[config.mk]
export PLATFORM = sky130hd
export DESIGN_NAME = mem_resp_tracker_flat
export DESIGN_NICKNAME = d
export VERILOG_FILES = /design/src/rtl/mem_resp_tracker_if.sv /design/src/rtl/mem_resp_tracker.sv /design/src/flat_wrapper.sv
export SDC_FILE = /design/constraint.sdc
export NUM_CORES = 1
export LEC_CHECK = 0
export BUFFER_PORTS_ARGS = -buffer_cell sky130_fd_sc_hd__buf_4
export CORE_MARGIN = 2
export CORE_UTILIZATION = 45
export CTS_BUF_LIST = sky130_fd_sc_hd__clkbuf_8
export CTS_CLUSTER_DIAMETER = 120
export DETAILED_ROUTE_END_ITERATION = 10
export HOLD_SLACK_MARGIN = 0.1
export PLACE_DENSITY = 0.77
export SLEW_MARGIN = 0
export SYNTH_ARGS = -nofsm -noshare
export SYNTH_HDL_FRONTEND = slang
export SYNTH_SLANG_ARGS = --single-unit
[constraint.sdc]
create_clock -name clk -period 4.1 [get_ports clk]
set_clock_uncertainty 0.1 [all_clocks]
set_input_delay 0.205 -clock clk [delete_from_list [all_inputs] [get_ports clk]]
set_output_delay 0.205 -clock clk [all_outputs]
set_load 0.02 [all_outputs]
[src/rtl/mem_resp_tracker_if.sv]
`default_nettype none
// ============================================================================
//  Module   : mem_resp_tracker_if
//  Brief    : Request / dmem-response / ROB-completion bundle for the tracker.
//  Revision : 1.0
// ============================================================================
interface mem_resp_tracker_if #(
    parameter int DEPTH = 4,
    parameter int ROB_W = 5
);
    logic                       branch_mispredict;
    logic                       req_valid;
    logic                       req_ready;
    logic [ROB_W-1:0]           req_rob_id;
    logic [31:0]                req_addr;
    logic [2:0]                 req_funct3;
    logic [3:0]                 req_rmask;
    logic [3:0]                 req_wmask;
    logic                       dmem_resp;
    logic [31:0]                dmem_rdata;
    logic                       resp_valid;
    logic [ROB_W-1:0]           resp_rob_id;
    logic                       resp_store;
    logic [31:0]                resp_rd_data;
    logic [31:0]                resp_dmem_rdata;
    logic [$clog2(DEPTH):0]     outstanding;
    logic                       err_spurious;

    // Tracker side
    modport slave (
        input  branch_mispredict, req_valid, req_rob_id, req_addr, req_funct3,
               req_rmask, req_wmask, dmem_resp, dmem_rdata,
        output req_ready, resp_valid, resp_rob_id, resp_store, resp_rd_data,
               resp_dmem_rdata, outstanding, err_spurious
    );

    // Issuer / memory side
    modport master (
        output branch_mispredict, req_valid, req_rob_id, req_addr, req_funct3,
               req_rmask, req_wmask, dmem_resp, dmem_rdata,
        input  req_ready, resp_valid, resp_rob_id, resp_store, resp_rd_data,
               resp_dmem_rdata, outstanding, err_spurious
    );
endinterface
`default_nettype wire

[src/rtl/mem_resp_tracker.sv]
`default_nettype none
// ============================================================================
//  Module   : mem_resp_tracker
//  Brief    : Tracks in-flight dmem requests, formats load data, kills on flush.
//  Revision : 1.0
// ============================================================================
module mem_resp_tracker #(
    parameter int DEPTH = 4,
    parameter int ROB_W = 5
) (
    input  wire logic          clk,
    input  wire logic          rst,
    mem_resp_tracker_if.slave  bus
);
    localparam int                PTR_W  = $clog2(DEPTH);
    localparam int                CNT_W  = PTR_W + 1;
    localparam logic [CNT_W-1:0]  C_FULL = CNT_W'(DEPTH);

    logic [ROB_W-1:0] rob_q   [DEPTH];
    logic [1:0]       addr_q  [DEPTH];
    logic [2:0]       f3_q    [DEPTH];
    logic [DEPTH-1:0] store_q;
    logic [DEPTH-1:0] killed_q, killed_d;
    logic [PTR_W-1:0] head_q, head_d, tail_q, tail_d;
    logic [CNT_W-1:0] count_q, count_d;
    logic             err_q, err_d;

    logic             w_ready, w_accept, w_pop, w_live;
    logic [7:0]       w_byte;
    logic [15:0]      w_half;
    logic [31:0]      w_fmt;
    logic             w_unused_ok;

    assign w_unused_ok = &{1'b0, bus.req_rmask, bus.req_addr[31:2]};

    always_comb begin
        w_ready  = count_q < C_FULL;
        w_accept = bus.req_valid && w_ready;
        w_pop    = bus.dmem_resp && (count_q != '0);
        w_live   = w_pop && !killed_q[head_q] && !bus.branch_mispredict;

        head_d = w_pop    ? head_q + PTR_W'(1) : head_q;
        tail_d = w_accept ? tail_q + PTR_W'(1) : tail_q;
        unique case ({w_accept, w_pop})
            2'b10:   count_d = count_q + CNT_W'(1);
            2'b01:   count_d = count_q - CNT_W'(1);
            default: count_d = count_q;
        endcase
        err_d = err_q || (bus.dmem_resp && (count_q == '0));

        // A flush marks only entries between head and head+count; the slot
        // accepted this same cycle is covered by the write below.
        killed_d = killed_q;
        for (int i = 0; i < DEPTH; i++) begin
            if (bus.branch_mispredict &&
                ({1'b0, PTR_W'(i) - head_q} < count_q)) begin
                killed_d[i] = 1'b1;
            end
        end
        if (w_accept) begin
            killed_d[tail_q] = bus.branch_mispredict;
        end
    end

    always_comb begin
        unique case (addr_q[head_q])
            2'd0:    w_byte = bus.dmem_rdata[7:0];
            2'd1:    w_byte = bus.dmem_rdata[15:8];
            2'd2:    w_byte = bus.dmem_rdata[23:16];
            default: w_byte = bus.dmem_rdata[31:24];
        endcase
        w_half = addr_q[head_q][1] ? bus.dmem_rdata[31:16] : bus.dmem_rdata[15:0];
        unique case (f3_q[head_q])
            3'b000:  w_fmt = {{24{w_byte[7]}}, w_byte};
            3'b001:  w_fmt = {{16{w_half[15]}}, w_half};
            3'b010:  w_fmt = bus.dmem_rdata;
            3'b100:  w_fmt = {24'd0, w_byte};
            3'b101:  w_fmt = {16'd0, w_half};
            default: w_fmt = 32'd0;
        endcase
    end

    assign bus.req_ready       = w_ready;
    assign bus.outstanding     = count_q;
    assign bus.err_spurious    = err_q;
    assign bus.resp_valid      = w_live;
    assign bus.resp_rob_id     = w_live ? rob_q[head_q] : '0;
    assign bus.resp_store      = w_live && store_q[head_q];
    assign bus.resp_rd_data    = (w_live && !store_q[head_q]) ? w_fmt : 32'd0;
    assign bus.resp_dmem_rdata = (w_live && !store_q[head_q]) ? bus.dmem_rdata : 32'd0;

    always_ff @(posedge clk) begin
        if (rst) begin
            head_q   <= '0;
            tail_q   <= '0;
            count_q  <= '0;
            killed_q <= '0;
            err_q    <= 1'b0;
        end else begin
            head_q   <= head_d;
            tail_q   <= tail_d;
            count_q  <= count_d;
            killed_q <= killed_d;
            err_q    <= err_d;
        end
    end

    // Payload needs no reset: it is only read while the slot is occupied.
    always_ff @(posedge clk) begin
        if (!rst && w_accept) begin
            rob_q[tail_q]   <= bus.req_rob_id;
            addr_q[tail_q]  <= bus.req_addr[1:0];
            f3_q[tail_q]    <= bus.req_funct3;
            store_q[tail_q] <= bus.req_wmask != 4'd0;
        end
    end
endmodule
`default_nettype wire

[src/flat_wrapper.sv]
// flat-port wrapper written by rule: the top's interface ports become plain ports
module mem_resp_tracker_flat 
#(
    parameter int DEPTH = 4,
    parameter int ROB_W = 5
)
  (clk, rst, bus_branch_mispredict, bus_req_valid, bus_req_rob_id, bus_req_addr, bus_req_funct3, bus_req_rmask, bus_req_wmask, bus_dmem_resp, bus_dmem_rdata, bus_req_ready, bus_resp_valid, bus_resp_rob_id, bus_resp_store, bus_resp_rd_data, bus_resp_dmem_rdata, bus_outstanding, bus_err_spurious);
  mem_resp_tracker_if #(.DEPTH(DEPTH), .ROB_W(ROB_W)) bus_i ();
  input  wire logic clk;
  input  wire logic rst;
  input wire logic [$bits(bus_i.branch_mispredict)-1:0] bus_branch_mispredict;
  input wire logic [$bits(bus_i.req_valid)-1:0] bus_req_valid;
  input wire logic [$bits(bus_i.req_rob_id)-1:0] bus_req_rob_id;
  input wire logic [$bits(bus_i.req_addr)-1:0] bus_req_addr;
  input wire logic [$bits(bus_i.req_funct3)-1:0] bus_req_funct3;
  input wire logic [$bits(bus_i.req_rmask)-1:0] bus_req_rmask;
  input wire logic [$bits(bus_i.req_wmask)-1:0] bus_req_wmask;
  input wire logic [$bits(bus_i.dmem_resp)-1:0] bus_dmem_resp;
  input wire logic [$bits(bus_i.dmem_rdata)-1:0] bus_dmem_rdata;
  output wire logic [$bits(bus_i.req_ready)-1:0] bus_req_ready;
  output wire logic [$bits(bus_i.resp_valid)-1:0] bus_resp_valid;
  output wire logic [$bits(bus_i.resp_rob_id)-1:0] bus_resp_rob_id;
  output wire logic [$bits(bus_i.resp_store)-1:0] bus_resp_store;
  output wire logic [$bits(bus_i.resp_rd_data)-1:0] bus_resp_rd_data;
  output wire logic [$bits(bus_i.resp_dmem_rdata)-1:0] bus_resp_dmem_rdata;
  output wire logic [$bits(bus_i.outstanding)-1:0] bus_outstanding;
  output wire logic [$bits(bus_i.err_spurious)-1:0] bus_err_spurious;
  assign bus_i.branch_mispredict = bus_branch_mispredict;
  assign bus_i.req_valid = bus_req_valid;
  assign bus_i.req_rob_id = bus_req_rob_id;
  assign bus_i.req_addr = bus_req_addr;
  assign bus_i.req_funct3 = bus_req_funct3;
  assign bus_i.req_rmask = bus_req_rmask;
  assign bus_i.req_wmask = bus_req_wmask;
  assign bus_i.dmem_resp = bus_dmem_resp;
  assign bus_i.dmem_rdata = bus_dmem_rdata;
  assign bus_req_ready = bus_i.req_ready;
  assign bus_resp_valid = bus_i.resp_valid;
  assign bus_resp_rob_id = bus_i.resp_rob_id;
  assign bus_resp_store = bus_i.resp_store;
  assign bus_resp_rd_data = bus_i.resp_rd_data;
  assign bus_resp_dmem_rdata = bus_i.resp_dmem_rdata;
  assign bus_outstanding = bus_i.outstanding;
  assign bus_err_spurious = bus_i.err_spurious;
  mem_resp_tracker #(.DEPTH(DEPTH), .ROB_W(ROB_W)) u_core (.clk(clk), .rst(rst), .bus(bus_i));
endmodule
==> qor.yml, run 1 <==
place:
  io_buffers: 126
  dp.cells: 528
  dp_hpwl_mm: 6.49
  place_worst_setup_slack_ns: 1.02
  place_congestion: 0.842
grt:
  grt_pass1_vias: 2913
  grt_pass1_wl_mm: 13.9
  grt_start_max_net_pins: 34
  globalRouteTotalUtil_pct: 21.2
  antenna_found_initial: 0
  grt.overflow.total: 0
finish:
  antenna_cells: 0
  post-route-util_pct: 63.2
  layout.nets: 548
  fin_cells: 559
  syn2layout_area_growth_pct: 36.8
  layout-drive-gt1-share_pct: 35.4
worst_hold_path:
  hp-class: "in -> reg"
  worstHoldPathCells: 4
  worstHoldEndpoint: "u_core.killed_q[0]$_SDFF_PP0_"
  hp-start: "bus_req_valid"
pwr:
  p_int_mw: 1.47
  ir_worst_vdd_mv: 0.393
  p_comb_share_pct: 44.7
  p_seq_share_pct: 34.4
  p_clk_share_pct: 20.9
  p_leak_nw: 2.02
  p_sw_share_pct: 36.8
  p_sw_uw: 858
  power_per_cell_area_nw_per_um2: 480
sta:
  maxSlewViolCount: 0
  holdWs_ns: 0.217
  rsz0062_at_grt: "no"
  setup_violations: 0
  finalCriticalPeriod_ns: 3.41
  slew_headroom_pct: 53.5
  finalSetupTns_ns: 0
  worst_slew_pin_slew_ns: 0.696
  min_period_over_period_pct: 83.2
  setup_slack_ns: 0.688
  hold_violations: 0
  fmaxAchievable_mhz: 293
clock_tree:
  cts_buffer_depth: 2
  htree_levels: 3
  cts_resized: 0
  cts_setup_buffers: 0
  cts_sinks: 58
  clk_pin_slew_ns: 0.06
  cts_hold_buf: 16
  numCtsBuffers: 9
  root_buffer: "clkbuf_8"
  cts_tree: "built"
  insertion_delay_ns: 0.33
logic_synthesis:
  ys_seq_area_share_pct: 45.1
  async_reset_ff_share_pct: 0
  yosysUniqueCellTypes: 44
  synth-seq-cells: 58
  synth_area_sq_um: 3550
  ys.flop_type: "edfxtp_1"
  synth_largest_area_cell: "edfxtp_1"
  synth_top_area_share_pct: 37.2
  synth-edff-count: 44
  synth_nets: 412
  syn_inst: 317
  synth.area.top_cells: "edfxtp_1 37%, dfxtp_1 7.9%, and2_1 6.3%"
  yosys_warnings: 0
  avgSynthCellArea_sq_um: 11.2
worst_setup_path:
  startpoint_type: "flip-flop"
  cp_max_fo: 33
  r2r-end: "u_core.bus.outstanding[2]$_SDFFE_PP0P_"
  crit_required_ns: 3.80
  crit_top_cell: "buf_4"
  slowest_delay_ns: 0.53
  critPathCaptureType: "output port"
  worstPathArrival_ns: 3.11
  crit_type: "reg -> out"
  crit_chain: "mux4_2 -> or3_1 -> nor2_4 -> buf_4 -> nand2_2 -> a21oi_1 -> buf_4"
  r2r_cells: 8
  r2r_slack_ns: 1.89
  timing.rr.start: "u_core.bus.outstanding[2]$_SDFFE_PP0P_"
  critPathSlowestCell: "mux4_2"
floorplan:
  initial_core_util_pct: 46.2
  die-width_um: 92.8
  die_y_um: 92.8
  core.rowCount: 32
  core_area_sq_um: 7690
  ios: 161
  die_area_sq_um: 8610
routing:
  drc_errors: 0
  routed_wirelength_mm: 9.00
  viasPerCell: 5.38
  vias: 3009
  firstDrtPassIters: 7
  avgRoutedWirePerCell_um: 16.1
  ant_nets: 0
  drt_iter0_drc: 141
status:
  status: "complete, no violations"
flow_run:
  maxCapViolations: 0
## logic make-up (layout without fill, tap and decap cells)
family                   after synthesis  after routing  synth area share, %
multiplexers                          37             37                 16.0
XOR/XNOR                               6              6                 1.48
buffers and inverters                 32            172                 5.01
AND/OR/NAND/NOR                      112            112                 16.9
AO/OA/AOI/OAI                         62             62                 11.8
flip-flops                            58             58                 45.1
adder cells (fa/ha/maj)               10             10                 3.74
## flip-flops by register name, indices dropped and copies added, names as in the netlist, named ones only
name,cells
u_core.killed_q,4
u_core.rob_q,20
u_core.bus.outstanding,3
u_core.addr_q,8
u_core.f3_q,12
u_core.bus.err_spurious,1
u_core.store_q,4
u_core.head_q,2
u_core.tail_q,2
## cell usage after synthesis (all sizes together), types with 2 or more instances
master and number:
mux4 14, nor2 25, mux2i 21, a22o 2
nand2b 2, clkbuf 6, xnor2 3, xor2 3
nand2 34, a31oi 6, edfxtp 44, ha 9
inv 12, or3 2, a222oi 6, a22oi 2
mux2 2, a21oi 27, buf 14, o21ai 9
and2b 6, and2 36, a211oi 4, a211o 2
dfxtp 14
## layer usage
| layer | global-route usage [%] | vias to the layer above | part of all wire, % |
|---|---|---|---|
| met1 | 23.2 | 1423 | 37 |
| met3 | 5.61 | 12 | 8.5 |
| met4 | 9.31 | 0 | 2.2 |
| li1 | - | 1432 | - |
| met2 | 38.3 | 142 | 52 |
| met5 | 0 | - | 0 |
## how the worst max path moves through the flow
stage,from,end,slack (ns),cells past startpoint
6_report,u_core.head_q[0]$_SDFFE_PP0P_,bus_resp_rd_data[20],0.69,7
5_1_grt,flip-flop,bus_resp_rd_data[9],0.45,6
4_1_cts,u_core.head_q[0]$_SDFFE_PP0P_,bus_resp_rd_data[20],0.65,7
3_5_place_dp,u_core.head_q[0]$_SDFFE_PP0P_,bus_resp_rd_data[20],1.02,7
3_3_place_gp,flip-flop,bus_resp_rd_data[8],1.04,6
2_1_floorplan,flip-flop,bus_resp_rd_data[10],1.64,7
## power by group through the flow
stage          combinational, mW  sequential (mW)  clock [mW]
6_report                    1.04            0.801       0.486
5_1_grt                     1.14            0.818       0.526
4_1_cts                     1.04            0.805       0.494
3_5_place_dp                1.02            0.817           0
3_3_place_gp               0.999            0.813           0
2_1_floorplan              0.814            0.780           0
## worst max-delay path: cells and delay by family, from the launching register on
family,cells,cell delay [ns]
buffers and inverters,2,0.44
AO/OA/AOI/OAI,1,0.28
flip-flops,1,0.52
multiplexers,1,0.53
AND/OR/NAND/NOR,3,0.98
## through the flow
step | power [mW] | cell area [sq um]
finish | 2.33 | 4850
global route | 2.48 | 4850
CTS | 2.34 | 4850
detailed placement | 1.84 | 4510
global placement | 1.81 | 4510
floorplan | 1.59 | 3550
## cell usage in the layout (no fill, tap or decap), drive strengths merged, types with 2 or more instances in the layout
master | Yosys | routed
a211o | 2 | 2
mux2i | 21 | 21
nand2 | 34 | 34
and2 | 36 | 36
xnor2 | 3 | 3
edfxtp | 44 | 44
dlygate4sd3 | 0 | 16
a222oi | 6 | 6
mux2 | 2 | 2
clkinv | 0 | 3
inv | 12 | 12
clkbuf | 6 | 9
a22oi | 2 | 2
and2b | 6 | 6
ha | 9 | 9
a21oi | 27 | 27
a211oi | 4 | 4
o21ai | 9 | 9
a31oi | 6 | 6
a22o | 2 | 2
nand2b | 2 | 2
clkinvlp | 0 | 2
buf | 14 | 129
dfxtp | 14 | 14
mux4 | 14 | 14
nor2 | 25 | 25
xor2 | 3 | 3
or3 | 2 | 2
## cell type report
cell class | instances | area, sq um
repair buffers | 145 | 1130
multi-input cells | 227 | 1770
flip-flops and latches | 58 | 1600
fillers | 629 | 2830
clock buffers | 9 | 124
clock inverters | 6 | 58.8
well taps | 102 | 128
inverters | 12 | 45.0
(Power assumes the default switching activity.)
==> inputs of run 2 (changes only) <==
--- a/config.mk
+++ b/config.mk
@@ -5,6 +5,7 @@
 export SDC_FILE = /design/constraint.sdc
 export NUM_CORES = 1
 export LEC_CHECK = 0
+export ABC_AREA = 1
 export BUFFER_PORTS_ARGS = -buffer_cell sky130_fd_sc_hd__buf_4
 export CORE_MARGIN = 2
 export CORE_UTILIZATION = 45
@@ -12,7 +13,7 @@
 export CTS_CLUSTER_DIAMETER = 120
 export DETAILED_ROUTE_END_ITERATION = 10
 export HOLD_SLACK_MARGIN = 0.1
-export PLACE_DENSITY = 0.77
+export PLACE_DENSITY = 0.75
 export SLEW_MARGIN = 0
 export SYNTH_ARGS = -nofsm -noshare
 export SYNTH_HDL_FRONTEND = slang
==> constraint.sdc (replaced) <==
create_clock -name clk -period 3.4 [get_ports clk]
set_clock_uncertainty 0.1 [all_clocks]
set_input_delay 0.17 -clock clk [delete_from_list [all_inputs] [get_ports clk]]
set_output_delay 0.17 -clock clk [all_outputs]
set_load 0.02 [all_outputs]
==> qor.yml, run 2 <==
pwr:
  p_sw_mw: 1.56
  power_mw: 3.37
  power_per_cell_area_nw_per_um2: 637
  p_int_mw: 1.81
  p_seq_share_pct: 27.3
  p_sw_share_pct: 46.3
  p_leak_nw: 2.51
  p_clk_share_pct: 17.4
  p_comb_share_pct: 55.3
  ir_worst_vdd_mv: 0.459
routing:
  vias: 4029
  viasPerCell: 5.08
  avgRoutedWirePerCell_um: 13.8
  firstDrtPassIters: 5
  ant_nets: 0
  drc_errors: 0
  routed_wirelength_mm: 11.0
  drt_iter0_drc: 136
clock_tree:
  cts_setup_buffers: 0
  htree_levels: 3
  cts_resized: 0
  cts_buffer_depth: 2
  root_buffer: "clkbuf_8"
  cts_hold_buf: 16
  clk_pin_slew_ns: 0.06
  insertion_delay_ns: 0.33
  cts_tree: "built"
  numCtsBuffers: 9
  cts_sinks: 58
place:
  placed_cell_area_sq_um: 4950
  io_buffers: 126
  dp_hpwl_mm: 7.84
  place_worst_setup_slack_ns: 0.633
  place_congestion: 0.881
finish:
  fillers: 757
  layout-drive-gt1-share_pct: 28.5
  seqCellArea_sq_um: 1600
  final_cell_mix: "137 x nand2_1, 136 x buf_4, 94 x nor2_1"
  syn2layout_area_growth_pct: 33.3
  antenna_cells: 0
  largest_registers: "u_core.rob_q: 20 flops, u_core.f3_q: 12 flops, u_core.addr_q: 8 flops"
  top_register: "u_core.rob_q"
  final_cell_area_sq_um: 5290
  multi_input_area_sq_um: 1920
  layout_commonest_cell: "nand2_1"
  largest_reg_flops: 20
  layout.nets: 775
logic_synthesis:
  yosysMostFrequentCell: "nand2_1"
  synth-seq-cells: 58
  synth.area.top_cells: "edfxtp_1 33%, nand2_1 13%, nor2_1 8.9%"
  synth_top_area_share_pct: 33.3
  yosysUniqueCellTypes: 30
  yosys_warnings: 0
  synth_largest_area_cell: "edfxtp_1"
  ys.flop_type: "edfxtp_1"
  synthTopCellsByCount: "137 x nand2_1, 94 x nor2_1, 68 x inv_1, 44 x edfxtp_1, 34 x a21oi_1"
  synth_area_sq_um: 3970
  synth-edff-count: 44
  synth_nets: 636
  avgSynthCellArea_sq_um: 7.34
  async_reset_ff_share_pct: 0
  syn_inst: 541
  ys_seq_area_share_pct: 40.3
grt:
  grt.overflow.total: 0
  grt_pass1_vias: 3748
  grt_pass1_wl_mm: 17.5
  antenna_found_initial: 0
  grt_util_met3_pct: 3.01
  grt_start_max_net_pins: 65
  grt_use_met2_pct: 41.8
  grt_most_used_layer: "met2"
  use_met1_pct: 26.0
  globalRouteTotalUtil_pct: 22.4
worst_hold_path:
  hp-class: "in -> reg"
worst_setup_path:
  critPathSlowestCell: "dfxtp_1"
  slowest_delay_ns: 0.59
  startpoint_type: "flip-flop"
  critPathCaptureType: "output port"
  crit_top_cell: "nand2_1"
  crit_required_ns: 3.13
  worstPathArrival_ns: 2.86
  cp_max_fo: 24
  crit_type: "reg -> out"
  crit_chain: "buf_4 -> nand2_1 -> nand2_1 -> nand2_1 -> nand2_2 -> nand2_1 -> nand3_2 -> nand4_4 -> a21oi_1 -> buf_4"
sta:
  slew_headroom_pct: 52.3
  rsz0062_at_grt: "no"
  setup_violations: 0
  finalSetupTns_ns: 0
  setup_slack_ns: 0.271
  maxSlewViolCount: 0
  holdWs_ns: 0.140
  worst_slew_pin_slew_ns: 0.716
  hold_violations: 0
  fmaxAchievable_mhz: 320
  finalCriticalPeriod_ns: 3.13
  min_period_over_period_pct: 92.0
floorplan:
  initial_core_util_pct: 46.0
  die_y_um: 97.9
  core.rowCount: 34
  ios: 161
  die-width_um: 97.9
  die_area_sq_um: 9590
  core_area_sq_um: 8640
status:
  status: "complete, no violations"
flow_run:
  maxCapViolations: 0
[run 2: cell types whose count changed in the layout (fill, tap and decap cells not counted), sizes merged, moves of 21 or more]
cell	change
a21oi	+27
and2	-36
inv	+62
mux2i	-21
nand2	+113
nand3	+38
nor2	+71
[run 2: metal layers]
metal	vias to the layer above	share of wire (%)
met5	-	0
met4	0	1.4
met3	15	7.4
met2	171	52
met1	1831	40
li1	2012	-
[run 2: path summary, 6_finish.rpt]
kind / start / end / slack (ns) / cells past startpoint
setup / recovery: flip-flop / bus_resp_rd_data[8] / 0.27 / 10
hold / removal: bus_req_valid / u_core.tail_q[1]$_SDFFE_PP0P_ / 0.14 / 3
setup reg to reg: u_core.head_q[0]$_SDFFE_PP0P_ / u_core.killed_q[0]$_SDFF_PP0_ / 1.21 / 9
hold reg to reg: u_core.bus.err_spurious$_SDFF_PP0_ / u_core.bus.err_spurious$_SDFF_PP0_ / 0.35 / 2
[run 2: kinds of logic after synthesis]
kind of cell / Yosys count / synth area share [%]
simple gates: 290 / 31.9
buf+inv: 97 / 11.4
compound gates: 86 / 13.0
flops: 58 / 40.3
fa+ha+maj: 10 / 3.34
[run 2: final cells by class]
cell class                      count  area share, %
Inverter                           73           5.18
Multi-Input combinational cell    386           36.2
Timing Repair Buffer              152           22.3
Tap cell                          108           2.55
Clock inverter                      7           1.16
Clock buffer                        9           2.34
Sequential cell                    58           30.3
[run 2: stage by stage]
step	util [%]	instances
after floorplan	-	541
after global placement	57.3	761
after detailed placement	57.3	761
after CTS	61.3	793
after global routing	61.3	793
final	61.3	793
[run 2: worst max-delay path: cells and delay by family, from the launching register on]
family	cells	cell delay [ns]
AO/OA/AOI/OAI	1	0.32
buffers and inverters	2	0.45
AND/OR/NAND/NOR	7	1.16
flip-flops	1	0.59
[run 2: power groups by stage]
stage / clock (mW) / combinational [mW] / sequential (mW)
finish: 0.587 / 1.86 / 0.920
global route: 0.632 / 2.07 / 0.934
CTS: 0.599 / 1.86 / 0.919
detailed placement: 0 / 1.83 / 0.933
global placement: 0 / 1.77 / 0.929
floorplan: 0 / 1.40 / 0.936
